===== src/rtl/imul_resp_accum.sv =====
// imul_resp_accum
//   Sums a configured number N of products from the iterative multiplier's
//   response stream. It emits one NBITS-wide sum and a sticky unsigned-overflow
//   flag. With it, the multiplier works as a dot-product engine.
//
// Ports
//   clk      rising-edge clock
//   reset    asynchronous, active-low reset
//   cfg_*    val/rdy run-length request (cfg_msg = N, unsigned)
//   in_*     val/rdy product stream (from multiplier resp_*)
//   out_*    val/rdy sum response (out_msg = sum mod 2^NBITS, out_ovf = carry seen)
//   busy     high whenever not idle
module imul_resp_accum #(
    parameter int unsigned NBITS = 32,
    parameter int unsigned LBITS = 16
) (
    input  logic             clk,
    input  logic             reset,
    input  logic             cfg_val,
    output logic             cfg_rdy,
    input  logic [LBITS-1:0] cfg_msg,
    input  logic             in_val,
    output logic             in_rdy,
    input  logic [NBITS-1:0] in_msg,
    output logic             out_val,
    input  logic             out_rdy,
    output logic [NBITS-1:0] out_msg,
    output logic             out_ovf,
    output logic             busy
);

    typedef enum logic [1:0] {
        IDLE  = 2'd0,
        ACCUM = 2'd1,
        DONE  = 2'd2
    } state_t;

    state_t           state_q, state_d;
    logic [NBITS-1:0] acc_q, acc_d;
    logic             ovf_q, ovf_d;
    logic [LBITS-1:0] len_q, len_d;
    logic [LBITS-1:0] cnt_q, cnt_d;

    logic             cfg_fire, in_fire, out_fire;
    logic [NBITS:0]   sum;

    // State and datapath registers
    always_ff @(posedge clk or negedge reset) begin
        if (!reset) begin
            state_q <= IDLE;
            acc_q   <= '0;
            ovf_q   <= 1'b0;
            len_q   <= '0;
            cnt_q   <= '0;
        end else begin
            state_q <= state_d;
            acc_q   <= acc_d;
            ovf_q   <= ovf_d;
            len_q   <= len_d;
            cnt_q   <= cnt_d;
        end
    end

    // Next-state and datapath update
    always_comb begin
        state_d  = state_q;
        acc_d    = acc_q;
        ovf_d    = ovf_q;
        len_d    = len_q;
        cnt_d    = cnt_q;
        sum      = {1'b0, acc_q} + {1'b0, in_msg};
        cfg_fire = cfg_val && cfg_rdy;
        in_fire  = in_val && in_rdy;
        out_fire = out_val && out_rdy;

        case (state_q)
            IDLE: begin
                if (cfg_fire) begin
                    acc_d   = '0;
                    ovf_d   = 1'b0;
                    cnt_d   = '0;
                    len_d   = cfg_msg;
                    state_d = (cfg_msg != '0) ? ACCUM : DONE;
                end
            end
            ACCUM: begin
                if (in_fire) begin
                    acc_d = sum[NBITS-1:0];
                    ovf_d = ovf_q | sum[NBITS];
                    cnt_d = cnt_q + LBITS'(1);
                    if (cnt_d == len_q) begin
                        state_d = DONE;
                    end
                end
            end
            DONE: begin
                // cfg_rdy in DONE already requires out_rdy, so a cfg fire here
                // always coincides with an out fire: the next run starts with
                // no idle cycle in between.
                if (out_fire) begin
                    if (cfg_fire) begin
                        acc_d   = '0;
                        ovf_d   = 1'b0;
                        cnt_d   = '0;
                        len_d   = cfg_msg;
                        state_d = (cfg_msg != '0) ? ACCUM : DONE;
                    end else begin
                        state_d = IDLE;
                    end
                end
            end
            default: state_d = IDLE;
        endcase
    end

    // Outputs decoded from state; handshakes are forced low while reset is held
    always_comb begin
        cfg_rdy = reset && ((state_q == IDLE) || ((state_q == DONE) && out_rdy));
        in_rdy  = reset && (state_q == ACCUM);
        out_val = reset && (state_q == DONE);
        out_msg = acc_q;
        out_ovf = ovf_q;
        busy    = (state_q != IDLE);
    end

endmodule


===== config.mk =====
export PLATFORM = sky130hd
export DESIGN_NAME = imul_resp_accum
export DESIGN_NICKNAME = d
export VERILOG_FILES = /design/src/rtl/imul_resp_accum.sv
export SDC_FILE = /design/constraint.sdc
export NUM_CORES = 1
export LEC_CHECK = 0
export CAP_MARGIN = 20
export CELL_PAD_IN_SITES_DETAIL_PLACEMENT = 1
export CELL_PAD_IN_SITES_GLOBAL_PLACEMENT = 1
export CORE_UTILIZATION = 49
export CTS_BUF_LIST = sky130_fd_sc_hd__clkbuf_16
export DETAILED_ROUTE_END_ITERATION = 10
export DONT_BUFFER_PORTS = 1
export GPL_TIMING_DRIVEN = 0
export PLACE_DENSITY_LB_ADDON = 0.12
export SETUP_SLACK_MARGIN = 0.3
export SLEW_MARGIN = 30
export SYNTH_ARGS = -nofsm -noshare
export SYNTH_HDL_FRONTEND = slang
export SYNTH_SLANG_ARGS = --single-unit

===== constraint.sdc =====
create_clock -name clk -period 3.8 [get_ports clk]
set_input_delay 0.76 -clock clk [delete_from_list [all_inputs] [get_ports clk]]
set_output_delay 0.76 -clock clk [all_outputs]
set_load 0.01 [all_outputs]

==> results by group <==
Route
  – Drt pass-1 iters: 4
  – DRC errors left: 0
  – First DRT Iteration DRCs: roughly 150
  – Average wire per standard cell: 20.4 um
  – Antenna Violating Nets Remaining: 0
  – Via count: around 4400
  – DRT Wirelength: 14.4 mm
  – Vias per cell: slightly above 6

Power
  – Peak supply drop: 317 uV
  – Net Switching: 1.89 mW
  – Internal: 2.37 mW
  – Pleak: 2.30 nW
  – Pwr dens: between 700 and 800 nW/um2
  – Clk pwr share: between 10% and 20%
  – Net switching fraction of the power: ~44%
  – Comb pwr share: around 49%
  – Sequential share of power: 31.5%

Cells and area
  – # diodes: 0
  – Fraction of layout cells with a size suffix above 1: ~10%
  – Fin util: 55.3%
  – Area growth, synth to finish: 9.24%
  – Fin nets: around 660

Worst setup path
  – R2r worst-path depth: 11
  – End of the critical path: out_msg[30]
  – Critical path data arrival time: roughly 3.4 ns
  – Worst setup SP type: register
  – Crit. Startpoint: out_msg[0]
  – Reg-to-Reg End: out_msg[30]
  – CP Class: register to register
  – Crit-path slowest cell: dfrtp_1
  – Reg-to-reg slack, setup: 0.62 ns
  – Worst Path Max Fanout: 4
  – Crit-path cells: ha_1 -> inv_1 -> fa_1 -> nor2b_2 -> o31ai_2 -> a31oi_2 -> a31oi_4 -> o311a_4 -> o31ai_1 -> xnor2_1 -> o21ai_1
  – WP data required: 4.00 ns
  – Worst r2r src: out_msg[0]
  – CP peak stage delay: between 0.4 and 0.5 ns
  – Endpoint class of the critical path: register

Clock network
  – Hold_buf cts: 0
  – Htree depth: 3
  – Clock buffer depth: 2
  – Clock transition at path regs: 0.06 ns
  – Clk Latency, worst-skew pair: ~0.34 ns
  – Post-CTS sizing: 0
  – Clock Tree Root: clkbuf_16
  – Total CTS buffers: 9
  – Post CTS Setup Buffer Count: 0
  – Clock sinks: 67
  – CTS tree: yes

Synth
  – Ys async rst share: 100%
  – Cells taking the most area after synthesis: dfrtp_1, ha_1, o21ai_0, xnor2_1, nand2_1
  – Post-synth top area cell: dfrtp_1
  – Top-count cell post-synth: dfrtp_1
  – Share of the synthesized area in the top cell type: between 30 and 40%
  – YS warnings: 0
  – Sequential area share after synthesis: 33.8%
  – Most used DFF post-synth: dfrtp_1
  – Top cells by count, synth: dfrtp_1, o21ai_0, nand2_1
  – Synth cell types: 72
  – Post-synth EDFFs: 0
  – Post-Syn Instances: 560
  – Mapped Area: 4970 um2
  – Synthesized area per cell: roughly 8.9 um2
  – Yosys reg bits: 67
  – Syn_nets: 647

STA
  – Worst Tran Pin Value: 0.951 ns
  – Fin crit share: 83.7%
  – Fin worst setup slack: between 0.6 and 0.7 ns
  – Final Setup Violations: 0
  – Worst-case clock skew: about 0.005 ns
  – Minimum clock period: 3.18 ns
  – RSZ-0062 raised after global routing: false
  – Final Hold Vio Count: 0
  – Fmax: between 0.3 and 0.4 GHz
  – Final setup TNS: 0 ns
  – Final slew viol count: 0
  – Slew Limit Headroom: 36.6%

Die
  – Overall die width: about 100 um
  – Starting Density: 50.6%
  – Core area: 9820 um2
  – Die ar.: ~11000 um2
  – Die height: 103 um
  – Std cell rows: 36
  – I/O Pins: 90

GRT
  – Pin count of the biggest net entering global routing: 69
  – Met2 Track Usage GR: approximately 48%
  – GRT Total Usage: slightly below 30%
  – Initial antenna violation count: 0
  – First-pass GRT wire length: roughly 23 mm
  – Vias in the first global route: about 4600
  – GR peak layer: met2
  – Met3 Resource Use GR: 5.90%
  – Grt ovf: 0
  – GR Layer Usage met1: between 30% and 40%

Min path
  – Min-Delay Path Class: input port to async pin

Placed design
  – Final HPWL DP: between 10 and 15 mm
  – IO buf count: 0
  – GPL Wtd Cong: 0.817
  – Worst slack at placement: around 0.37 ns

Status
  – Run status: completed

Job
  – Max Cap Violations: 0
-- routing by layer --
layer  vias up  wire length [um]  part of all wire, %
met4         0               239                  1.7
met1      2183              6450                   45
met2        83              7060                   49
li1       2076                 -                    -
met5         -                 0                    0
met3        18               697                  4.8
-- stage by stage --
stage / instance area [um2] / hold slack, ns / instances / total power [mW]
2_1_floorplan: 4970 / 0.464 / 560 / 2.87
3_3_place_gp: 5130 / 0.466 / 693 / 3.26
3_5_place_dp: 5130 / 0.466 / 693 / 3.39
4_1_cts: 5430 / 0.110 / 708 / 4.26
5_1_grt: 5430 / 0.111 / 708 / 4.58
6_report: 5430 / 0.116 / 708 / 4.25
-- cells in the final DEF, fill, tap and decap left out, types with 3 or more instances in the layout --
cell and count:
o21ai_1 4, nor3_1 8, and2_1 5, o31ai_1 9, clkbuf_1 17, o21ai_0 66, dfrtp_1 67, nand3_1 17
and3_1 4, nor4_1 6, inv_1 12, xnor2_1 27, a211oi_1 4, a21o_1 8, a31oi_1 4, o21a_1 4
ha_1 33, mux2i_1 8, a21oi_1 31, nor2b_1 5, nor3b_1 3, clkbuf_16 9, or3_1 3, nand2b_1 5
nand4_1 10, buf_2 5, nor2_1 43, o211ai_1 7, xor2_1 19, nand2_1 59, mux2_2 16
-- flip-flops by register name (all words and copies together) (netlist names) --
register,count
state_q,2
out_msg,32
cnt_q,16
out_ovf,1
len_q,16
-- power by group through the flow --
stage	clock network, mW	registers, mW	logic [mW]
after floorplan	0	1.25	1.62
after global placement	0	1.33	1.93
after detailed placement	0	1.35	2.04
after CTS	0.854	1.34	2.07
after global routing	0.879	1.38	2.32
final	0.848	1.34	2.06
-- worst min path at each step --
| stage | slack, ns | end | from |
|---|---|---|---|
| after floorplan | 0.46 | cnt_q[0] | reset |
| after global placement | 0.47 | out_msg[13] | reset |
| after detailed placement | 0.47 | out_msg[13] | reset |
| after CTS | 0.11 | cnt_q[10] | reset |
| after global routing | 0.11 | out_msg[13] | reset |
| final | 0.12 | out_msg[13] | reset |
-- cell families (layout without fill, tap and decap cells) --
family | count (synthesis) | after routing | synth area share, %
AO/OA/AOI/OAI | 171 | 171 | 22.6
XOR/XNOR | 47 | 47 | 8.56
adder cells (fa/ha/maj) | 34 | 34 | 8.72
buffers and inverters | 36 | 51 | 2.87
flip-flops | 67 | 67 | 33.8
multiplexers | 24 | 24 | 5.24
AND/OR/NAND/NOR | 181 | 181 | 18.3
-- worst max-delay path: cells and delay by family, from the launching register on --
family	cells	cell delay [ns]
flops	1	0.44
simple gates	1	0.18
fa+ha+maj	2	0.70
compound gates	6	1.48
buf+inv	1	0.08
xor+xnor	1	0.18
-- cell type report --
| class | count | area [um2] |
|---|---|---|
| well taps | 133 | 166 |
| flip-flops and latches | 67 | 1680 |
| plain buffers | 24 | 97.6 |
| fillers | 1219 | 4390 |
| clock inverters | 6 | 67.6 |
| clock buffers | 9 | 225 |
| inverters | 12 | 45.0 |
| multi-input cells | 457 | 3150 |
Note: power is estimated with default switching activity, not from simulation.
